[config.mk]
export PLATFORM = sky130hd
export DESIGN_NAME = ram_loader_16x128_flat
export DESIGN_NICKNAME = d
export VERILOG_FILES = /design/src/rtl/ram_loader_pkg.sv /design/src/rtl/ram_loader_16x128_if.sv /design/src/rtl/ram_loader_16x128_byte_pair_assembler.sv /design/src/rtl/ram_loader_16x128.sv /design/src/flat_wrapper.sv
export SDC_FILE = /design/constraint.sdc
export NUM_CORES = 1
export LEC_CHECK = 0
export ABC_AREA = 1
export CORE_UTILIZATION = 57
export CTS_BUF_LIST = sky130_fd_sc_hd__clkbuf_8
export DETAILED_ROUTE_END_ITERATION = 8
export PLACE_DENSITY_LB_ADDON = 0.1
export SLEW_MARGIN = 10
export SYNTH_ARGS = -nofsm -noshare
export SYNTH_HDL_FRONTEND = slang
export SYNTH_HIERARCHICAL = 1
export SYNTH_SLANG_ARGS = --single-unit
[constraint.sdc]
create_clock -name clk -period 3 [get_ports clk]
set_input_delay 0.75 -clock clk [delete_from_list [all_inputs] [get_ports clk]]
set_output_delay 0.75 -clock clk [all_outputs]
set_load 0.05 [all_outputs]
[src/rtl/ram_loader_pkg.sv]
// ============================================================================
// ram_loader_pkg : shared types, sizes and word-count clamp for the loader
// Revision 1.0
// ============================================================================
`default_nettype none

package ram_loader_pkg;

  localparam int DATA_W = 16;
  localparam int ADDR_W = 7;
  localparam int DEPTH  = 128;
  localparam int CNT_W  = 8;

  typedef enum logic [3:0] {
    ST_IDLE    = 4'd0,
    ST_LOAD_HI = 4'd1,
    ST_LOAD_LO = 4'd2,
    ST_WRITE   = 4'd3,
    ST_VRD     = 4'd4,
    ST_VWAIT   = 4'd5,
    ST_VCAP    = 4'd6,
    ST_DONE    = 4'd7,
    ST_ERR     = 4'd8
  } state_e;

  // A request of 0 or anything beyond the RAM means "fill the whole RAM".
  function automatic logic [CNT_W-1:0] clamp_count(input logic [CNT_W-1:0] wc);
    if ((wc == '0) || (wc > CNT_W'(DEPTH))) begin
      return CNT_W'(DEPTH);
    end
    return wc;
  endfunction

endpackage

`default_nettype wire

[src/rtl/ram_loader_16x128_if.sv]
// ============================================================================
// ram_loader_16x128_if : host byte link, RAM port and status of the loader
// Revision 1.0
// ============================================================================
`default_nettype none

interface ram_loader_16x128_if;
  import ram_loader_pkg::*;

  logic              start;
  logic [CNT_W-1:0]  word_count;
  logic [7:0]        rx_data;
  logic              rx_valid;
  logic              rx_ready;
  logic              ram_read_en;
  logic              ram_write_en;
  logic [ADDR_W-1:0] ram_addr;
  logic [DATA_W-1:0] ram_din;
  logic [DATA_W-1:0] ram_dout;
  logic              busy;
  logic              done;
  logic              error;
  logic [DATA_W-1:0] checksum;

  // The loader owns the RAM port, so it is the master side.
  modport master (
    input  start, word_count, rx_data, rx_valid, ram_dout,
    output rx_ready, ram_read_en, ram_write_en, ram_addr, ram_din,
           busy, done, error, checksum
  );

  modport slave (
    output start, word_count, rx_data, rx_valid, ram_dout,
    input  rx_ready, ram_read_en, ram_write_en, ram_addr, ram_din,
           busy, done, error, checksum
  );

endinterface

`default_nettype wire

[src/rtl/ram_loader_16x128_byte_pair_assembler.sv]
// ============================================================================
// byte_pair_assembler : packs two accepted bytes (high first) into one word
// Revision 1.0
// ============================================================================
`default_nettype none

module byte_pair_assembler
  import ram_loader_pkg::*;
(
  input  logic              clk,
  input  logic              rst,
  input  logic              clear_i,
  input  logic              load_en_i,
  input  logic [7:0]        rx_data_i,
  input  logic              rx_valid_i,
  output logic              rx_ready_o,
  output logic              hi_accept_o,
  output logic              word_valid_o,
  output logic [DATA_W-1:0] word_o
);

  logic       phase_q, phase_d;
  logic [7:0] hi_q, hi_d;
  logic [7:0] lo_q, lo_d;
  logic       w_fire;

  assign rx_ready_o   = load_en_i;
  assign w_fire       = rx_valid_i && load_en_i;
  assign hi_accept_o  = w_fire && !phase_q;
  assign word_valid_o = w_fire && phase_q;
  assign word_o       = {hi_q, lo_q};

  always_comb begin
    phase_d = phase_q;
    hi_d    = hi_q;
    lo_d    = lo_q;
    if (clear_i) begin
      phase_d = 1'b0;
      hi_d    = '0;
      lo_d    = '0;
    end else if (w_fire) begin
      if (!phase_q) begin
        hi_d = rx_data_i;
      end else begin
        lo_d = rx_data_i;
      end
      phase_d = !phase_q;
    end
  end

  always_ff @(posedge clk or posedge rst) begin
    if (rst) begin
      phase_q <= 1'b0;
      hi_q    <= '0;
      lo_q    <= '0;
    end else begin
      phase_q <= phase_d;
      hi_q    <= hi_d;
      lo_q    <= lo_d;
    end
  end

endmodule

`default_nettype wire

[src/rtl/ram_loader_16x128.sv]
// ============================================================================
// ram_loader_16x128 : loads a byte stream into the 16x128 program RAM and
//                     verifies it by reading back against a 16-bit sum
// Revision 1.0
// ============================================================================
`default_nettype none

module ram_loader_16x128
  import ram_loader_pkg::*;
#(
  parameter int RD_LAT = 1
)
(
  input  logic                clk,
  input  logic                rst,
  ram_loader_16x128_if.master bus
);

  localparam logic [1:0] WAIT_INIT = (RD_LAT > 1) ? 2'(RD_LAT - 2) : 2'd0;

  state_e            state_q, state_d;
  logic [ADDR_W-1:0] index_q, index_d;
  logic [CNT_W-1:0]  n_q, n_d;
  logic [DATA_W-1:0] checksum_q, checksum_d;
  logic [DATA_W-1:0] readsum_q, readsum_d;
  logic [ADDR_W-1:0] addr_q, addr_d;
  logic [1:0]        wait_q, wait_d;

  logic              w_rd;
  logic              w_wr;
  logic              w_clear;
  logic              w_last;
  logic              w_load_en;
  logic              w_hi_accept;
  logic              w_word_valid;
  logic [DATA_W-1:0] w_word;

  assign w_load_en = (state_q == ST_LOAD_HI) || (state_q == ST_LOAD_LO);
  assign w_last    = ({1'b0, index_q} == (n_q - CNT_W'(1)));

  byte_pair_assembler u_asm (
    .clk          (clk),
    .rst          (rst),
    .clear_i      (w_clear),
    .load_en_i    (w_load_en),
    .rx_data_i    (bus.rx_data),
    .rx_valid_i   (bus.rx_valid),
    .rx_ready_o   (bus.rx_ready),
    .hi_accept_o  (w_hi_accept),
    .word_valid_o (w_word_valid),
    .word_o       (w_word)
  );

  always_comb begin
    state_d    = state_q;
    index_d    = index_q;
    n_d        = n_q;
    checksum_d = checksum_q;
    readsum_d  = readsum_q;
    addr_d     = addr_q;
    wait_d     = wait_q;
    w_rd       = 1'b0;
    w_wr       = 1'b0;
    w_clear    = 1'b0;

    case (state_q)
      ST_IDLE, ST_DONE, ST_ERR: begin
        if (bus.start) begin
          state_d    = ST_LOAD_HI;
          index_d    = '0;
          n_d        = clamp_count(bus.word_count);
          checksum_d = '0;
          readsum_d  = '0;
          w_clear    = 1'b1;
        end
      end
      ST_LOAD_HI: begin
        if (w_hi_accept) state_d = ST_LOAD_LO;
      end
      ST_LOAD_LO: begin
        if (w_word_valid) state_d = ST_WRITE;
      end
      ST_WRITE: begin
        w_wr       = 1'b1;
        addr_d     = index_q;
        checksum_d = checksum_q + w_word;
        if (w_last) begin
          index_d = '0;
          state_d = ST_VRD;
        end else begin
          index_d = index_q + ADDR_W'(1);
          state_d = ST_LOAD_HI;
        end
      end
      ST_VRD: begin
        w_rd    = 1'b1;
        addr_d  = index_q;
        wait_d  = WAIT_INIT;
        state_d = (RD_LAT > 1) ? ST_VWAIT : ST_VCAP;
      end
      ST_VWAIT: begin
        if (wait_q == 2'd0) begin
          state_d = ST_VCAP;
        end else begin
          wait_d = wait_q - 2'd1;
        end
      end
      ST_VCAP: begin
        readsum_d = readsum_q + bus.ram_dout;
        if (w_last) begin
          state_d = (readsum_d == checksum_q) ? ST_DONE : ST_ERR;
        end else begin
          index_d = index_q + ADDR_W'(1);
          state_d = ST_VRD;
        end
      end
      default: state_d = ST_IDLE;
    endcase
  end

  always_ff @(posedge clk or posedge rst) begin
    if (rst) begin
      state_q    <= ST_IDLE;
      index_q    <= '0;
      n_q        <= '0;
      checksum_q <= '0;
      readsum_q  <= '0;
      addr_q     <= '0;
      wait_q     <= '0;
    end else begin
      state_q    <= state_d;
      index_q    <= index_d;
      n_q        <= n_d;
      checksum_q <= checksum_d;
      readsum_q  <= readsum_d;
      addr_q     <= addr_d;
      wait_q     <= wait_d;
    end
  end

  // Address follows the index only while a strobe is up, otherwise it holds.
  assign bus.ram_addr     = (w_rd || w_wr) ? index_q : addr_q;
  assign bus.ram_read_en  = w_rd;
  assign bus.ram_write_en = w_wr;
  assign bus.ram_din      = w_wr ? w_word : '0;
  assign bus.checksum     = checksum_q;
  assign bus.busy         = !((state_q == ST_IDLE) || (state_q == ST_DONE) ||
                              (state_q == ST_ERR));
  assign bus.done         = (state_q == ST_DONE);
  assign bus.error        = (state_q == ST_ERR);

endmodule

`default_nettype wire

[src/flat_wrapper.sv]
// flat-port wrapper written by rule: the top's interface ports become plain ports
module ram_loader_16x128_flat import ram_loader_pkg::*;
#(
  parameter int RD_LAT = 1
)
  (clk, rst, bus_start, bus_word_count, bus_rx_data, bus_rx_valid, bus_ram_dout, bus_rx_ready, bus_ram_read_en, bus_ram_write_en, bus_ram_addr, bus_ram_din, bus_busy, bus_done, bus_error, bus_checksum);
  ram_loader_16x128_if bus_i ();
  input  logic clk;
  input  logic rst;
  input wire logic [$bits(bus_i.start)-1:0] bus_start;
  input wire logic [$bits(bus_i.word_count)-1:0] bus_word_count;
  input wire logic [$bits(bus_i.rx_data)-1:0] bus_rx_data;
  input wire logic [$bits(bus_i.rx_valid)-1:0] bus_rx_valid;
  input wire logic [$bits(bus_i.ram_dout)-1:0] bus_ram_dout;
  output wire logic [$bits(bus_i.rx_ready)-1:0] bus_rx_ready;
  output wire logic [$bits(bus_i.ram_read_en)-1:0] bus_ram_read_en;
  output wire logic [$bits(bus_i.ram_write_en)-1:0] bus_ram_write_en;
  output wire logic [$bits(bus_i.ram_addr)-1:0] bus_ram_addr;
  output wire logic [$bits(bus_i.ram_din)-1:0] bus_ram_din;
  output wire logic [$bits(bus_i.busy)-1:0] bus_busy;
  output wire logic [$bits(bus_i.done)-1:0] bus_done;
  output wire logic [$bits(bus_i.error)-1:0] bus_error;
  output wire logic [$bits(bus_i.checksum)-1:0] bus_checksum;
  assign bus_i.start = bus_start;
  assign bus_i.word_count = bus_word_count;
  assign bus_i.rx_data = bus_rx_data;
  assign bus_i.rx_valid = bus_rx_valid;
  assign bus_i.ram_dout = bus_ram_dout;
  assign bus_rx_ready = bus_i.rx_ready;
  assign bus_ram_read_en = bus_i.ram_read_en;
  assign bus_ram_write_en = bus_i.ram_write_en;
  assign bus_ram_addr = bus_i.ram_addr;
  assign bus_ram_din = bus_i.ram_din;
  assign bus_busy = bus_i.busy;
  assign bus_done = bus_i.done;
  assign bus_error = bus_i.error;
  assign bus_checksum = bus_i.checksum;
  ram_loader_16x128 #(.RD_LAT(RD_LAT)) u_core (.clk(clk), .rst(rst), .bus(bus_i));
endmodule
**Yosys cells after proc, flatten, opt, wreduce, memory -nomap -nowiden**

Index checks and enable logic that the tools add are counted.

- Add/subtract/negate cells: 5
- $lt $le $gt $ge: 1
- Eq/ne operators: 17
- Mux-type cells: 36
- Reductions and logical operators: 29

Operators with widths:

| operator | count |
|---|---|
| two-way mux 8 bit | 8 |
| one-hot mux 16 bit (2 select lines) | 2 |
| adder 16 bit | 2 |
| two-way mux 16 bit | 2 |
| two-way mux 7 bit | 4 |
| one-hot mux 4 bit (7 select lines) | 1 |
| two-way mux 4 bit | 6 |
| one-hot mux 7 bit (3 select lines) | 1 |
| == test 16 bit | 1 |
| == test 4 x 3 -> 1 bit, second input constant | 4 |
| inequality test 2 bit, second input constant | 6 |
| AND reduction 2 bit | 6 |
| nonzero test 2 bit | 5 |
| two-way mux 1 bit | 9 |
| == test 4 x 2 -> 1 bit, second input constant | 2 |
| == test 7 x 8 -> 1 bit | 1 |
| > comparator 8 bit, second input constant | 1 |
| zero test 8 bit | 1 |
| subtractor 8 x 1 -> 8 bit, second input constant | 1 |
| adder 7 x 1 -> 7 bit, second input constant | 1 |
| logical OR 1 bit | 5 |
| == test 4 x 1 -> 1 bit, second input constant | 1 |
| == test 4 bit, second input constant | 1 |
| zero test 4 bit | 1 |
| other kinds (13) | 16 |

- Bits in registers: 77
- Output and inout bits: 45
- Logic and storage cells: 98

**Longest topological paths before layout**

Gate-level depths: netlist (run 1).

- Depth in word-level cells: 6
- Gate-level depth with buffers: 20
- Depth with buffers taken out: 20

**Cells and area by module**

The synthesis (run 1) kept the hierarchy.

Modules (own cells, without submodules):

| module | times used | cells each | area each (um2) | seq. area each (um2) |
|---|---|---|---|---|
| ram_loader_16x128 | 1 | 731 | 4978.5 | 1501.4 |
| byte_pair_assembler | 1 | 95 | 767.0 | 425.4 |

**Worst setup path after synthesis (run 1)**

Ideal clock, no wire load.

- Path type: register -> output
- Start point: register u_core.state_q[2]
- End point: output port bus_ram_addr[0]
- Arrival: 2820 ps
- Path slack: -570 ps
- Cell stages (with the launch flop): 12
- Path buffers: 1
- Path through: dfrtp_1 inv_2 nor2_1 inv_2 nor2_1 inv_1 nor2_1 inv_1 nand2_1 buf_2 nor2_1 a21oi_1

- Longest elaborated chain between the ends: 4
- Elaborated cells between the ends (all ways): 6
- Those cells by class: eq/ne: 2; mux: 3; reduce/logical: 1

RTL lines:

| what | line | text |
|---|---|---|
| from (decl) | ram_loader_16x128.sv:21 | `state_e state_q, state_d;` |
| from (signal assigned) | ram_loader_16x128.sv:131 | `state_q <= state_d;` |
| == test 4 x 3 -> 1 bit | ram_loader_16x128.sv:66 | `case (state_q)` |
| two-way mux 1 bit | ram_loader_16x128.sv:66 |  |
| via bus_ram_read_en | flat_wrapper.sv:16 | `output wire logic [$bits(bus_i.ram_read_en)-1:0] bus_ram_read_en;` |
| logical OR 1 bit | ram_loader_16x128.sv:142 | `assign bus.ram_addr = (w_rd \|\| w_wr) ? index_q : addr_q;` |
| two-way mux 7 bit | ram_loader_16x128.sv:142 |  |
| to (decl) | flat_wrapper.sv:18 | `output wire logic [$bits(bus_i.ram_addr)-1:0] bus_ram_addr;` |

The timed path passes the listed nets, and every way through them passes these cells.

**Worst setup path in the final report (run 1)**

- Start point: register u_core.state_q[0]
- End point: output port bus_done

- Longest elaborated chain between the ends: 1

RTL lines:

| what | line | text |
|---|---|---|
| == test 4 x 3 -> 1 bit | ram_loader_16x128.sv:149 | `assign bus.done = (state_q == ST_DONE);` |
| to (decl) | flat_wrapper.sv:21 | `output wire logic [$bits(bus_i.done)-1:0] bus_done;` |

No other way between the ends.

==> results of run 1 <==
-- cells by family (layout without fill, tap and decap cells) --
family                   Yosys count  count (layout)
adder cells (fa/ha/maj)           35              35
buffers and inverters            153             282
AND/OR/NAND/NOR                  428             428
XOR/XNOR                          28              28
AO/OA/AOI/OAI                    103             103
flip-flops                        77              77
multiplexers                       2               2
-- synthesized netlist by cell type (3+ instances only) --
| cell | number | area (um2) |
|---|---|---|
| a21oi_1 | 32 | 160 |
| a32o_1 | 4 | 40.0 |
| and2_1 | 3 | 18.8 |
| buf_2 | 4 | 20.0 |
| clkbuf_1 | 4 | 15.0 |
| dfrtp_1 | 77 | 1930 |
| ha_1 | 33 | 413 |
| inv_1 | 134 | 503 |
| inv_2 | 4 | 15.0 |
| nand2_1 | 222 | 833 |
| nand2_2 | 10 | 62.6 |
| nand3_1 | 76 | 380 |
| nand3_2 | 4 | 40.0 |
| nand4_1 | 5 | 31.3 |
| nor2_1 | 82 | 308 |
| nor2_2 | 3 | 18.8 |
| nor2_4 | 3 | 33.8 |
| nor3_1 | 10 | 50.1 |
| o2111ai_1 | 3 | 26.3 |
| o21ai_0 | 47 | 235 |
| o22ai_1 | 9 | 56.3 |
| xnor2_1 | 9 | 78.8 |
| xor2_1 | 16 | 140 |
-- layer usage --
metal  vias up  global-route usage [%]
li1       2899                       -
met1      2809                    42.4
met2       238                    55.8
met3        50                    5.20
met4         0                    13.3
met5         -                       0
-- timing repair --
| action | in CTS | in global routing |
|---|---|---|
| hold buffers | 0 | 0 |
| setup buffers | 0 | 6 |
| pin swaps | 0 | 12 |
| gates resized for setup | 4 | 20 |
| endpoints found under the setup margin | 8 | 12 |
-- worst paths after layout --
check / from / endpoint / slack [ns]
min reg2reg: u_core/readsum_q[3] / u_core/readsum_q[3] / 0.51
max in group asynchronous: rst / u_core/u_asm/lo_q[6] / 1.76
min: u_core/readsum_q[3] / u_core/readsum_q[3] / 0.51
max: u_core/state_q[0] / bus_done / 0.11
max reg2reg: u_core/bus.checksum[2] / u_core/bus.checksum[11] / 0.29
min in group asynchronous: rst / u_core/bus.checksum[13] / 0.77
-- report_power, final --
| part | internal, uW | total [uW] | switching, uW |
|---|---|---|---|
| logic | 1470 | 3920 | 2440 |
| clock network | 473 | 891 | 419 |
| registers | 1350 | 1720 | 372 |
-- metrics by stage --
stage	setup slack (ns)	setup TNS [ns]
2_1_floorplan	-0.0393	-0.196
3_3_place_gp	-0.175	-0.625
3_5_place_dp	-0.276	-1.02
4_1_cts	0.00344	0
5_1_grt	0.00283	0
6_report	0.114	0
-- registers in the layout, summed over array words and instances, names as in the netlist --
register / count
u_core/readsum_q: 16
u_core/n_q: 8
u_core/addr_q: 7
u_core/u_asm/phase_q: 1
u_core/bus.checksum: 16
u_core/state_q: 4
u_core/u_asm/hi_q: 8
u_core/u_asm/lo_q: 8
u_core/wait_q: 2
u_core/index_q: 7
-- critical path, stage by stage (launching register included) --
cell and delay [ns]:
dfrtp_1 0.59, nand2_1 0.19, nor2_4 0.17, clkdlybuf4s50_1 0.81
-- final cells by class --
type / count / area, um2 / share of cell area [%]
repair buffers: 127 / 1390 / 18.4
flip-flops and latches: 77 / 1930 / 25.6
clock buffers: 9 / 124 / 1.64
clock inverters: 7 / 98.8 / 1.31
inverters: 139 / 527 / 6.99
multi-input cells: 596 / 3300 / 43.8
well taps: 133 / 166 / 2.21
==> results by group, run 1 <==
Outcome
  • Status: finished clean

Timing
  • Slew HR: a little under three fifths
  • Final Hold Fails: 0
  • Clock Skew: 0.0111 ns
  • Min Tclk post-route: around 2.9 ns
  • Tightest Pin Transition: around 0.64 ns
  • RSZ-0062 raised after global routing: false
  • Endpoints failing setup: 0
  • F_max: between 0.3 and 0.4 GHz
  • Min Hold Slack: roughly 0.51 ns
  • Final Max Slew Viols: 0
  • Period Utilization, post-route: between 90% and 100%

Global routing
  • GRT Total Usage: between 30% and 40%
  • Grt ovf: 0
  • Initial antenna violation count: 0
  • Largest net degree at the start of global routing: slightly above 60
  • Global-route wire length before repair: 26.5 mm
  • Vias in the first global route: roughly 5600

Yosys
  • Synthesized area per cell: 6.96 um2
  • FF+latch count, synth: between 70 and 80
  • Adder-cell share of the synthesized area: under 10%
  • Synth Area in XOR/XNOR: approximately 5%
  • YS warnings: 6
  • Top_reg_cell synth: dfrtp_1
  • Largest family of logic cells by synthesized area: simple AND/OR/NAND/NOR gates
  • Mapped cell area: ~0.0057 mm2
  • Syn_nets: around 900
  • Synth Area in Compound Gates: slightly above 10%
  • Distinct cells, synth: 44
  • EDFF count, synth: 0
  • Mapped Cells: around 830
  • Post-synthesis mux area share: less than 1%
  • Seq/Total Area, Yosys: about a third
  • Synth Area in Simple Gates: between 30% and 40%
  • FFs w/ async S/R, synth: 100%

Critical path
  • CP Launch Type: flop
  • Worst Path Max Fanout: 7
  • Crit. End Element: output pin
  • CP required: approximately 2.3 ns
  • Worst Reg-to-Reg Cells: 11
  • Data arrival, critical path: ~2.1 ns
  • Worst Path Class, Setup: flop to output pin

Detailed routing
  • Metal2 WL: approximately 7.9 mm
  • Vias: 5996
  • DR WL/cell: 15.0 um
  • Routed vias/inst: 5.51
  • Routed WL: around 16 mm
  • DR iter-0 viols: 349
  • Routed wl met3: approximately 990 um
  • DRC: 0
  • Post-route antenna net violation count: 0
  • Met1 wire length: 7.01 mm
  • Detailed Routing Iterations Pass 1: 5
  • Top routing layer used: met4

Finish
  • Share of post-route cells with drive strength above 1: between 10 and 15%
  • Fillers: around 730
  • Post-layout util: just under 80%
  • P&R area growth vs syn: 31.1%
  • Final nets: between 1000 and 1500
  • Antenna cells: 0
  • Finished Layout Cells: ~1100
  • Most common cell after layout, fill and taps aside: nand2_1
  • Most frequent cells in the layout: 217 x nand2_1, 133 x inv_1, 80 x nor2_1, 76 x dfrtp_1, 72 x nand3_1
  • Finished Cell Area: ~0.0075 mm2

CTS
  • TritonCTS clock tree: done
  • Worst-path clk slew: roughly 0.090 ns
  • Clock Tree Buf Depth: 2
  • Clk sink count: 77
  • Htree depth: 3
  • Clock buffer count from CTS: 9
  • CTS Root Cell: clkbuf_8
  • Clk_lat worst skew: between 0.3 and 0.4 ns

Floorplanning
  • Die ar.: around 0.010 mm2
  • DIE WIDTH: roughly 100 um
  • Chip height: between 100 and 150 um
  • Number of I/O pins: 81
  • Starting Density: approximately three fifths
  • Area of the core: 0.00977 mm2
  • FP Rows: 36

Placement
  • Post-Place Cell Area: 0.00719 mm2
  • Final HPWL DP: approximately 13 mm
  • PortBufs: 80
  • GP Congestion: between 0.9 and 1
  • # placed instances: ~1100

Pwr
  • Worst VDD drop: ~800 uV
  • LEAKAGE: approximately 0.004 uW
  • Pwr per Cell Area: a little under 900 mW/mm2
  • Overall power: about 6500 uW

Hold path
  • Min-delay worst type: flop to flop
  • Hold depth: 2

Run
  • Max-Cap Viols: 0
(Power assumes the default switching activity.)
==> run 2, diff against run 1 <==
--- a/config.mk
+++ b/config.mk
@@ -6,7 +6,7 @@
 export NUM_CORES = 1
 export LEC_CHECK = 0
 export ABC_AREA = 1
-export CORE_UTILIZATION = 57
+export CORE_UTILIZATION = 55
 export CTS_BUF_LIST = sky130_fd_sc_hd__clkbuf_8
 export DETAILED_ROUTE_END_ITERATION = 8
 export PLACE_DENSITY_LB_ADDON = 0.1
==> run 2 against run 1 <==
Effect of this change:
- critical endpoint unchanged
- clock-buffer cell count stayed put
- final area down 1.3%
- core utilization down 2.4 points
- power is 2.3% lower
- combinational power about the same
- wire length rose by 2.9%
- via count shrank 2.1%
==> results by group, run 2 (synthesis gave the netlist of run 1 again) <==
Floorplanning
  • Starting Density: between 50% and 60%
  • Chip height: ~100 um
  • Die ar.: 0.0109 mm2
  • DIE WIDTH: ~100 um
  • Number of I/O pins: a little over 80
  • FP Rows: 36
  • Area of the core: between 0.009 and 0.01 mm2

Hold path
  • Min-delay worst type: flop to flop
  • Hold path endpoint: u_core/readsum_q[6]
  • Hold depth: 2
  • Worst hold start: u_core/readsum_q[6]

Critical path
  • Data arrival, critical path: between 2 and 2.5 ns
  • CP Launch Type: flop
  • Crit. End Element: output pin
  • Worst Path Max Fanout: 7
  • Reg2reg start: u_core/bus.checksum[2]
  • RR Endpoint: u_core/bus.checksum[11]
  • Worst Reg-to-Reg Cells: 12
  • R2R Setup Slk: between 0.3 and 0.4 ns
  • CP required: about 2.3 ns
  • Worst Path Class, Setup: flop to output pin

Timing
  • Slew HR: a little under three fifths
  • Min Tclk post-route: approximately 2.9 ns
  • F_max: 0.350 GHz
  • Tightest Pin Transition: roughly 0.65 ns
  • Min Hold Slack: about 0.49 ns
  • Final Max Slew Viols: 0
  • Final Hold Fails: 0
  • Clock Skew: 0.00964 ns
  • Endpoints failing setup: 0
  • Worst setup margin: around 0.14 ns
  • Final setup TNS: 0 ns
  • Period Utilization, post-route: 95.4%

Placement
  • GP Congestion: approximately 1.0
  • Post-Place Cell Area: around 0.007 mm2
  • PortBufs: 80
  • Pre-CTS setup slack: -0.282 ns
  • Final HPWL DP: between 10 and 15 mm

Detailed routing
  • DR WL/cell: 15.5 um
  • DRC: 0
  • Vias: roughly 5900
  • Routed vias/inst: between 5 and 6
  • Routed WL: approximately 17 mm
  • DR iter-0 viols: roughly 400
  • Detailed Routing Iterations Pass 1: 7
  • Post-route antenna net violation count: 0

Global routing
  • Vias in the first global route: ~5900
  • Initial antenna violation count: 0
  • GRT Total Usage: approximately a third
  • Largest net degree at the start of global routing: 30
  • Grt ovf: 0
  • Global-route wire length before repair: around 28 mm

CTS
  • Clk sink count: 77
  • Worst-path clk slew: about 0.08 ns
  • Clk_lat worst skew: roughly 0.36 ns
  • Clock Tree Buf Depth: 2
  • CTS Root Cell: clkbuf_8
  • Clock buffer count from CTS: 9
  • Htree depth: 3
  • TritonCTS clock tree: done

Finish
  • Post-layout util: roughly 75%
  • Most frequent cells in the layout: 217 x nand2_1, 132 x inv_1, 79 x nor2_1, 76 x dfrtp_1, 74 x nand3_1
  • Finished Cell Area: between 0.007 and 0.008 mm2
  • Most common cell after layout, fill and taps aside: nand2_1
  • Share of post-route cells with drive strength above 1: between 10% and 20%
  • Final nets: around 1000
  • Antenna cells: 0
  • P&R area growth vs syn: 29.4%

Pwr
  • Worst VDD drop: 791 uV
  • Pwr per Cell Area: ~860 mW/mm2
  • LEAKAGE: around 0.0039 uW

Run
  • Max-Cap Viols: 0

Outcome
  • Status: finished clean
==> run 2: cell types whose count changed in the layout (fill, tap and decap cells not counted), sizes merged <==
cell and change:
buf -4, bufinv -2, clkinv +1, inv +1
==> run 2: worst max path at each step <==
stage / to / cells past startpoint / startpoint / slack, ns
2_1_floorplan: bus_ram_addr[0] / 11 / u_core/state_q[2] / -0.04
3_3_place_gp: u_core/state_q[1] / 20 / bus_ram_dout[0] / -0.16
3_5_place_dp: u_core/state_q[2] / 21 / bus_ram_dout[0] / -0.28
4_1_cts: bus_ram_addr[3] / 12 / u_core/state_q[2] / 0.01
5_1_grt: u_core/state_q[1] / 19 / bus_ram_dout[3] / -0.008
6_report: bus_done / 3 / u_core/state_q[0] / 0.14
==> run 2: per-stage QoR <==
step | total power [uW] | instances
floorplan | 4220 | 826
global placement | 5440 | 1065
detailed placement | 5570 | 1065
CTS | 6310 | 1081
global route | 6800 | 1084
finish | 6380 | 1084
==> run 2: area by class of cell <==
| type | instances | area [um2] |
|---|---|---|
| fillers | 789 | 2520 |
| well taps | 133 | 166 |
| flip-flops and latches | 77 | 1930 |
| clock buffers | 9 | 124 |
| clock inverters | 7 | 43.8 |
| inverters | 139 | 527 |
| multi-input cells | 596 | 3290 |
| repair buffers | 123 | 1360 |
==> run 2: power breakdown <==
part | total [uW] | switching, uW | leakage (uW) | internal, uW
Clock | 716 | 418 | 0.0000960 | 298
Sequential | 1740 | 387 | 0.00103 | 1350
Combinational | 3930 | 2470 | 0.00272 | 1460
Total | 6380 | 3270 | 0.00385 | 3110
==> run 2: critical path: stages, from the launching register on <==
cell,delay (ns)
dfrtp_1,0.58
nand2_1,0.19
nor2_4,0.18
clkdlybuf4s50_1,0.81
==> run 2: timing repair <==
action / CTS / global route
hold buffers: 0 / 0
gates resized for setup: 4 / 21
pin swaps: 0 / 10
setup buffers: 0 / 3
endpoints found under the setup margin: 8 / 12
hold endpoints to repair: 0 / 0
==> run 2: per-layer routing <==
| layer | track usage [%] | part of all wire, % | vias to the layer above |
|---|---|---|---|
| met5 | 0 | 0 | - |
| met4 | 13.5 | 2.7 | 0 |
| met3 | 6.77 | 7.4 | 42 |
| met2 | 54.9 | 48 | 259 |
| met1 | 39.2 | 41 | 2684 |
| li1 | - | - | 2888 |
